### config.mk
export PLATFORM = sky130hd
export DESIGN_NAME = fpu_op_scheduler
export DESIGN_NICKNAME = d
export VERILOG_FILES = /design/src/rtl/fpu_op_scheduler.sv
export SDC_FILE = /design/constraint.sdc
export NUM_CORES = 1
export LEC_CHECK = 0
export ABC_AREA = 1
export CORE_UTILIZATION = 47
export DETAILED_ROUTE_END_ITERATION = 7
export GPL_ROUTABILITY_DRIVEN = 0
export GPL_TIMING_DRIVEN = 1
export PLACE_DENSITY_LB_ADDON = 0.3
export SLEW_MARGIN = 25
export SYNTH_ARGS = -nofsm -noshare
export SYNTH_HDL_FRONTEND = slang
export SYNTH_SLANG_ARGS = --single-unit
### constraint.sdc
create_clock -name clk -period 3 [get_ports clk]
set_clock_uncertainty 0.05 [all_clocks]
set_input_delay 0.75 -clock clk [delete_from_list [all_inputs] [get_ports clk]]
set_output_delay 0.75 -clock clk [all_outputs]
set_load 0.02 [all_outputs]
### src/rtl/fpu_op_scheduler.sv
// fpu_op_scheduler: round-robin front end for one shared 8-bit FPU core.
// Each accepted operation is screened by the external exception checker.
// Only clean operations are launched on the core. Every operation returns
// exactly one response carrying a status code.
module fpu_op_scheduler #(
  parameter int          TIMEOUT  = 16,
  parameter logic [7:0]  NAN_CODE = 8'h7C
) (
  input  logic       clk,
  input  logic       rst_n,
  input  logic [1:0] req_valid,
  output logic [1:0] req_ready,
  input  logic [1:0] req_op0,
  input  logic [1:0] req_op1,
  input  logic [7:0] req_a0,
  input  logic [7:0] req_b0,
  input  logic [7:0] req_a1,
  input  logic [7:0] req_b1,
  output logic [1:0] fpu_op,
  output logic [7:0] fpu_a,
  output logic [7:0] fpu_b,
  input  logic       op_is_exception,
  output logic       fpu_start,
  input  logic       fpu_done,
  input  logic [7:0] fpu_result,
  output logic       rsp_valid,
  input  logic       rsp_ready,
  output logic       rsp_id,
  output logic [7:0] rsp_data,
  output logic [1:0] rsp_status
);

  typedef enum logic [2:0] {IDLE, CHECK, ISSUE, WAIT, RESP} state_t;

  typedef struct packed {
    logic       id;
    logic [7:0] data;
    logic [1:0] status;
  } rsp_t;

  localparam logic [1:0] ST_OK    = 2'b00;
  localparam logic [1:0] ST_INVAL = 2'b01;
  localparam logic [1:0] ST_BADOP = 2'b10;
  localparam logic [1:0] ST_TMO   = 2'b11;
  localparam logic [7:0] LAST_CNT = 8'(TIMEOUT - 1);

  // Both requesters packed side by side so the grant index selects directly.
  logic [1:0][1:0] op_in;
  logic [1:0][7:0] a_in, b_in;
  assign op_in = {req_op1, req_op0};
  assign a_in  = {req_a1, req_a0};
  assign b_in  = {req_b1, req_b0};

  state_t     state_q, state_d;
  logic       ptr_q;
  logic [7:0] cnt_q;
  rsp_t       rsp_q;
  logic       gnt_id;

  assign gnt_id     = req_ready[1];
  assign rsp_id     = rsp_q.id;
  assign rsp_data   = rsp_q.data;
  assign rsp_status = rsp_q.status;

  // State register.
  always_ff @(posedge clk or negedge rst_n) begin
    if (!rst_n) state_q <= IDLE;
    else        state_q <= state_d;
  end

  // Next state and handshake outputs. The grant is live only in IDLE.
  always_comb begin
    state_d   = state_q;
    req_ready = 2'b00;
    fpu_start = 1'b0;
    rsp_valid = 1'b0;
    case (state_q)
      IDLE: begin
        if (req_valid == 2'b11) req_ready = ptr_q ? 2'b10 : 2'b01;
        else                    req_ready = req_valid;
        if (|req_valid) state_d = CHECK;
      end
      CHECK: begin
        if (fpu_op == 2'b11 || op_is_exception) state_d = RESP;
        else                                    state_d = ISSUE;
      end
      ISSUE: begin
        fpu_start = 1'b1;
        state_d   = WAIT;
      end
      WAIT: begin
        if (fpu_done || cnt_q == LAST_CNT) state_d = RESP;
      end
      RESP: begin
        rsp_valid = 1'b1;
        if (rsp_ready) state_d = IDLE;
      end
      default: state_d = IDLE;
    endcase
  end

  // Operand latch, wait counter, response capture and round-robin pointer.
  always_ff @(posedge clk or negedge rst_n) begin
    if (!rst_n) begin
      fpu_op <= 2'b00;
      fpu_a  <= 8'h00;
      fpu_b  <= 8'h00;
      cnt_q  <= 8'h00;
      ptr_q  <= 1'b0;
      rsp_q  <= '0;
    end else begin
      case (state_q)
        IDLE: if (|req_valid) begin
          fpu_op   <= op_in[gnt_id];
          fpu_a    <= a_in[gnt_id];
          fpu_b    <= b_in[gnt_id];
          rsp_q.id <= gnt_id;
        end
        CHECK: begin
          // A reserved opcode takes precedence over the checker flag.
          if (fpu_op == 2'b11) begin
            rsp_q.status <= ST_BADOP;
            rsp_q.data   <= 8'h00;
          end else if (op_is_exception) begin
            rsp_q.status <= ST_INVAL;
            rsp_q.data   <= NAN_CODE;
          end
        end
        ISSUE: cnt_q <= 8'h00;
        WAIT: begin
          cnt_q <= cnt_q + 8'h01;
          // A done pulse on the final wait cycle still counts as success.
          if (fpu_done) begin
            rsp_q.status <= ST_OK;
            rsp_q.data   <= fpu_result;
          end else if (cnt_q == LAST_CNT) begin
            rsp_q.status <= ST_TMO;
            rsp_q.data   <= NAN_CODE;
          end
        end
        RESP: if (rsp_ready) ptr_q <= ~rsp_q.id;
        default: ;
      endcase
    end
  end

endmodule

After elaboration in Yosys (flattened, before gate mapping). Cells that the tools add are included.

Add/subtract/negate cells: 1. $lt $le $gt $ge: 1. Eq/ne operators: 12. Mux-type cells: 22. Bitwise logic cells: 1. Reduce and logical (&&, ||, !) cells: 10.

Operators with widths (count): 2-to-1 mux 10 bit (4); 2-to-1 mux 8 bit (4); case mux 10 bit (2 select lines) (1); case mux 8 bit (2 select lines) (1); case mux 3 bit (5 select lines) (1); 2-to-1 mux 3 bit (4); 2-to-1 mux 2 bit (5); adder 8 x 1 -> 8 bit, second input constant (1); equality test 8 x 4 -> 1 bit, second input constant (1); equality test 3 x 2 -> 1 bit, second input constant (2); != test 2 bit, second input constant (3); != test 3 bit, second input constant (2); AND reduction 3 bit (2); equality test 2 bit, second input constant (2); AND reduction 2 bit (2); nonzero test 2 bit (2); equality test 3 x 1 -> 1 bit, second input constant (1); equality test 3 bit, second input constant (1); logical NOT 3 bit (1); logical OR 1 bit (2); < comparator 1 x 2 -> 1 bit, second input constant (1); 2-to-1 mux 1 bit (2); OR reduction 2 bit (1); inverter 1 bit (1).

Bits in registers: 41. Bits of input ports: 51. Output and inout bits: 33. Logic and storage cells: 56.

Logic depth before layout (Yosys ltp). Gate-level depths: netlist of run 1.

Depth in word-level cells: 5. Gate-level depth with buffers: 9. Mapped depth without buffers: 8.

Worst setup path before layout of run 1. OpenSTA, ideal clock, no wires.

Kind: input to output. Start point: in req_valid[1]. End point: out req_ready[1]. Data arrival time: 1.411 ns. Required time: 2.200 ns. Setup slack: 0.789 ns. Cell stages on the path: 5. Path buffers: 1. Path through: inv_1 -> a21oi_4 -> nand2_1 -> inv_2 -> buf_6.

Longest elaborated chain between the ends: 3.

Ends and longest elaborated chain: start: declaration (line 11) `input logic [1:0] req_valid,`; equality test 2 bit (line 79) `if (req_valid == 2'b11) req_ready = ptr_q ? 2'b10 : 2'b01;`; 2-to-1 mux 2 bit * (line 79); 2-to-1 mux 2 bit * (line 77) `case (state_q)`; end: declaration (line 12) `output logic [1:0] req_ready,`.

Every way passes the cells marked *; elsewhere a longest branch is shown, timed or not.

Final worst setup path of run 1. Same ends and word-level chain as after synthesis.

==> results of run 1 <==
[what timing repair did]
item | CTS | global route
gates resized for setup | 2 | 0
setup endpoints to repair | 2 | 0
buffers inserted | 0 | 0
[cells in the final DEF, fill, tap and decap left out]
cell and n:
nand4_1 3, a21oi_4 1, nand2_1 108, inv_2 2, nand2_2 1, clkdlybuf4s50_1 80
dfrtp_1 41, buf_4 7, clkbuf_8 5, dlygate4sd2_1 2, a21oi_2 1, buf_2 1
a211oi_1 1, a22o_1 1, clkbuf_1 1, o31ai_1 1, a31oi_4 1, clkinv_2 2
o21ai_1 8, o21ai_0 23, a21oi_1 1, inv_1 39, nor2_2 1, ha_1 1
nand3_1 16, nor2_1 31, nor3_1 3, o221ai_1 1
[through the flow]
stage / power (mW) / TNS (ps)
after floorplan: 1.78 / 0
after global placement: 2.36 / -32.5
after detailed placement: 2.38 / -73.6
after CTS: 2.75 / 0
after global routing: 2.93 / 0
final: 2.72 / 0
[area by class of cell]
cell class                 instances  area, um2
sequential                        41       1030
multi-input combinational        203        900
inverter                          41        154
fill                             366       1280
tap                               52       65.1
clock buffer                       6       72.6
timing repair buffer              90        876
clock inverter                     2       10.0
[per-layer routing]
metal | vias to the layer above | wire (um) | GRT usage
li1 | 1086 | - | -
met1 | 959 | 2190 | 0.284
met2 | 69 | 2430 | 0.372
met3 | 11 | 396 | 0.0654
met4 | 0 | 112 | 0.111
met5 | - | 0 | 0
[worst register-to-register path: stages (launching register included)]
cell     delay [ps]
dfrtp_1         370
ha_1            190
nand2_1          80
nor2_1          140
nand3_1          80
nand2_1         290
nand2_1         340
nand2_1         150
nand2_1          60
[sequential cells by signal, indices dropped and copies added, names as in the netlist]
name,count
cnt_q,8
fpu_a,8
fpu_b,8
rsp_data,8
state_q,3
fpu_op,2
rsp_status,2
ptr_q,1
rsp_id,1
[cells by family after synthesis]
logic type	share of synthesized area
AO/OA/AOI/OAI	0.111
AND/OR/NAND/NOR	0.302
buffers and inverters	0.104
flip-flops	0.477
adder cells (fa/ha/maj)	0.00582
[path summary, 6_finish.rpt]
path | startpoint | end | slack, ps | cells past startpoint
worst max register to register | cnt_q[1] | rsp_status[1] | 1140 | 8
worst min register to register | rsp_data[5] | rsp_data[5] | 420 | 2
worst min-delay path | rsp_data[5] | rsp_data[5] | 420 | 2
worst max-delay path | req_valid[1] | req_ready[1] | 220 | 6
min in group asynchronous | rst_n | state_q[0] | 520 | 1
max in group asynchronous | rst_n | cnt_q[4] | 1810 | 1
[power groups by stage]
stage / logic, mW / registers, mW / clock network [mW]
2_1_floorplan: 0.637 / 1.14 / 0
3_3_place_gp: 1.44 / 0.921 / 0
3_5_place_dp: 1.46 / 0.925 / 0
5_1_grt: 1.60 / 0.949 / 0.386
4_1_cts: 1.46 / 0.918 / 0.367
6_report: 1.44 / 0.918 / 0.357
==> flow_summary.yaml, run 1 <==
sta:
  min_period_ps: 2780
  fin_crit_sh: 0.928
  hold_viol_final: 0
  worst_slack_ps: 215
  drv_slew: 0
  max_freq_mhz: 359
  holdWs_ps: 424
  rsz0062_at_grt: "false"
  worst_slew_pin_slew_ps: 899
  slew_headroom: 0.401
  setup_viol: 0
clock_tree:
  path_clk_slew_ps: 90
  h-tree-depth: 2
  cts_made_buffers: 5
  cts_root_buffer: "clkbuf_8"
  cts_tree: "built"
  cts.sinks: 41
  clk_path_buf_depth: 2
  clk_latency_ps: 300
  cts_hold_buf: 0
die:
  die_area_um2: 4850
  die_h_um: 69.6
  coreArea_um2: 4380
  core.rowCount: 24
  floorplan.initialDensity: 0.490
  die_x_um: 69.6
  ios: 84
route:
  drt_first_pass_iters: 4
  vias_per_cell: 4.89
  drc: 0
  totalWireLength_um: 5130
  drt_iter0_drc: 133
  wl_per_cell_um: 11.8
  via_count: 2125
  ant_nets: 0
yosys:
  synth_edf_count: 0
  syn-cell-area_um2: 2150
  synth_largest_area_cell: "dfrtp_1"
  yosys_register_bits: 41
  synth-seq-area-share: 0.477
  synth-main-ff-cell: "dfrtp_1"
  synth_commonest_cells: "nand2_1 (108), dfrtp_1 (41), inv_1 (39)"
  syn_area_per_cell_um2: 7.34
  synthesis.nets: 345
  async_reset_ff_frac: 1.00
  synth_top_area_frac: 0.477
  synth_most_common_cell: "nand2_1"
  synth_warnings: 0
  synth_cell_types: 25
  synth_area_leaders: "dfrtp_1 (48%), nand2_1 (19%), inv_1 (6.8%)"
  syn-instance-count: 293
global_routing:
  grt_pass1_vias: 2016
  grt_max_degree: 42
  grt_pass1_wl_um: 8940
  grt_use_total: 0.230
  grt_overflow_total: 0
  antenna_found_initial: 0
worst_setup_path:
  startpoint_type: "primary input"
  crit_slowest_cell: "clkdlybuf4s50_1"
  path_buf_inv: 4
  required_ps: 2200
  crit_type: "primary input to output pin"
  path_max_fanout: 3
  max_stage_delay_ps: 480
  cpLargestDelayFamily: "buffers and inverters"
  worstPathArrival_ps: 1980
  crit_path_end_kind: "output pin"
  path_cells: "clkdlybuf4s50_1 > inv_1 > a21oi_4 > nand2_1 > inv_2 > dlygate4sd2_1"
outcome:
  outcome: "finished, final reports clean"
power:
  p_sw_mw: 1.15
  switching_share: 0.422
  p_seq_frac: 0.338
  power_leakage_nw: 1.53
  power_density_nw_per_um2: 876
  vdd_drop_max_uv: 412
  pwr-share-clk: 0.131
  intPower_mw: 1.57
  p_comb_frac: 0.531
placed_design:
  numPortBuffers: 83
  pre_cts_slack_ps: -55.2
  dp_cells: 427
  placed_area_um2: 3020
  dpl.hpwl_um: 3760
layout:
  design_area_um2: 3100
  drive_gt1_frac: 0.0574
  finish.utilization: 0.708
  fin_cells: 435
  nets: 434
  diodes: 0
  area_growth_pct: 44.4
flow_run:
  cap_violations: 0
min_path:
  min_path_type: "register to register"
No activity file was read; power rests on OpenSTA's default activity.
==> run 2, diff against run 1 <==
CORE_UTILIZATION = 49   (was 47)
CTS_BUF_LIST = sky130_fd_sc_hd__clkbuf_8   (was unset)
HOLD_SLACK_MARGIN = 0.15   (was unset)
==> run 2 against run 1 <==
Global-route usage is 2.6 points higher. Sequential cell count unchanged. Highest routed layer unchanged. Total power grew 0.78%. Wire length up 3.8%.
==> flow_summary.yaml, run 2 (synthesized netlist as in run 1, its figures left out) <==
clock_tree:
  cts.sinks: 41
  clk_latency_ps: 300
  cts_made_buffers: 5
  h-tree-depth: 2
  clk_path_buf_depth: 2
  cts_hold_buf: 0
  cts_root_buffer: "clkbuf_8"
  path_clk_slew_ps: 80
  cts_tree: "built"
placed_design:
  dp_cells: 424
  dpl.hpwl_um: 3880
  pre_cts_slack_ps: -31.0
  numPortBuffers: 83
sta:
  worst_slack_ps: 133
  setup_viol: 0
  max_freq_mhz: 349
  hold_viol_final: 0
  fin_crit_sh: 0.956
  rsz0062_at_grt: "false"
  slew_headroom: 0.399
  drv_slew: 0
  min_period_ps: 2870
  worst_slew_pin_slew_ps: 902
route:
  drc: 0
  totalWireLength_um: 5330
  drt_iter0_drc: 176
  drt_first_pass_iters: 4
  vias_per_cell: 4.99
  ant_nets: 0
  wl_per_cell_um: 12.4
  via_count: 2152
layout:
  diodes: 0
  drive_gt1_frac: 0.0551
  final_common_cell: "nand2_1"
  regArea_um2: 1030
  fin_cells: 431
  nets: 433
  area_growth_pct: 44.2
  multiInputGateArea_um2: 900
  layout_common_cells: "nand2_1 (108), clkdlybuf4s50_1 (80), dfrtp_1 (41)"
  fillers: 323
global_routing:
  grt_use_total: 0.256
  grt_max_degree: 42
  grt_pass1_vias: 2028
  antenna_found_initial: 0
  grt_pass1_wl_um: 8670
  grt_overflow_total: 0
die:
  floorplan.initialDensity: 0.522
  ios: 84
  die_h_um: 68.2
  die_x_um: 68.2
  core.rowCount: 23
  coreArea_um2: 4120
  die_area_um2: 4660
min_path:
  hold_path_depth: 2
  min_path_type: "register to register"
power:
  power_density_nw_per_um2: 884
  power_leakage_nw: 1.52
  vdd_drop_max_uv: 473
worst_setup_path:
  path_max_fanout: 6
  required_ps: 2200
  r2r_cells: 8
  crit_path_end_kind: "output pin"
  startpoint_type: "register"
  crit_type: "register to output pin"
  worstPathArrival_ps: 2070
outcome:
  outcome: "finished, final reports clean"
flow_run:
  cap_violations: 0
run 2: through the flow:
step | area (um2) | total power, mW | TNS [ps] | util | hold slack [ps]
2_1_floorplan | 2150 | 1.78 | 0 | - | 404
3_3_place_gp | 3010 | 2.34 | -27.1 | 0.732 | 403
4_1_cts | 3100 | 2.76 | 0 | 0.753 | 429
6_report | 3100 | 2.74 | 0 | 0.753 | 425
3_5_place_dp | 3010 | 2.39 | -40.6 | 0.732 | 409
5_1_grt | 3100 | 2.95 | 0 | 0.753 | 458
run 2: worst paths after layout:
check | startpoint | end | slack [ps]
worst max-delay path | state_q[1] | fpu_start | 130
worst min-delay path | rsp_status[0] | rsp_status[0] | 430
worst max register to register | cnt_q[1] | rsp_data[4] | 1150
worst min register to register | rsp_status[0] | rsp_status[0] | 430
max in group asynchronous | rst_n | fpu_b[4] | 1800
min in group asynchronous | rst_n | cnt_q[6] | 530
run 2: final cells by class:
class | count | share of cell area
Tap cell | 50 | 0.0202
Sequential cell | 41 | 0.331
Clock inverter | 1 | 0.00242
Multi-Input combinational cell | 203 | 0.290
Inverter | 41 | 0.0496
Timing Repair Buffer | 89 | 0.280
Clock buffer | 6 | 0.0266
run 2: per-layer routing:
metal	part of all wire	GRT usage
met1	0.40	0.273
met2	0.51	0.446
met3	0.076	0.105
met4	0.017	0.0990
met5	0	0
run 2: worst max-delay path, cell delays in order, from the launching register on:
cell	delay, ps
dfrtp_1	370
inv_1	130
nor2_1	310
inv_1	200
nor2_1	150
clkdlybuf4s50_1	620
run 2: report_power, final:
group / switching, mW / total (mW) / internal (mW)
clock: 0.192 / 0.373 / 0.182
combinational: 0.823 / 1.44 / 0.622
sequential: 0.141 / 0.922 / 0.781
run 2: timing repair:
item	in CTS	in global routing
endpoints found under the setup margin	2	0
gates resized for setup	2	0
buffers inserted	0	0
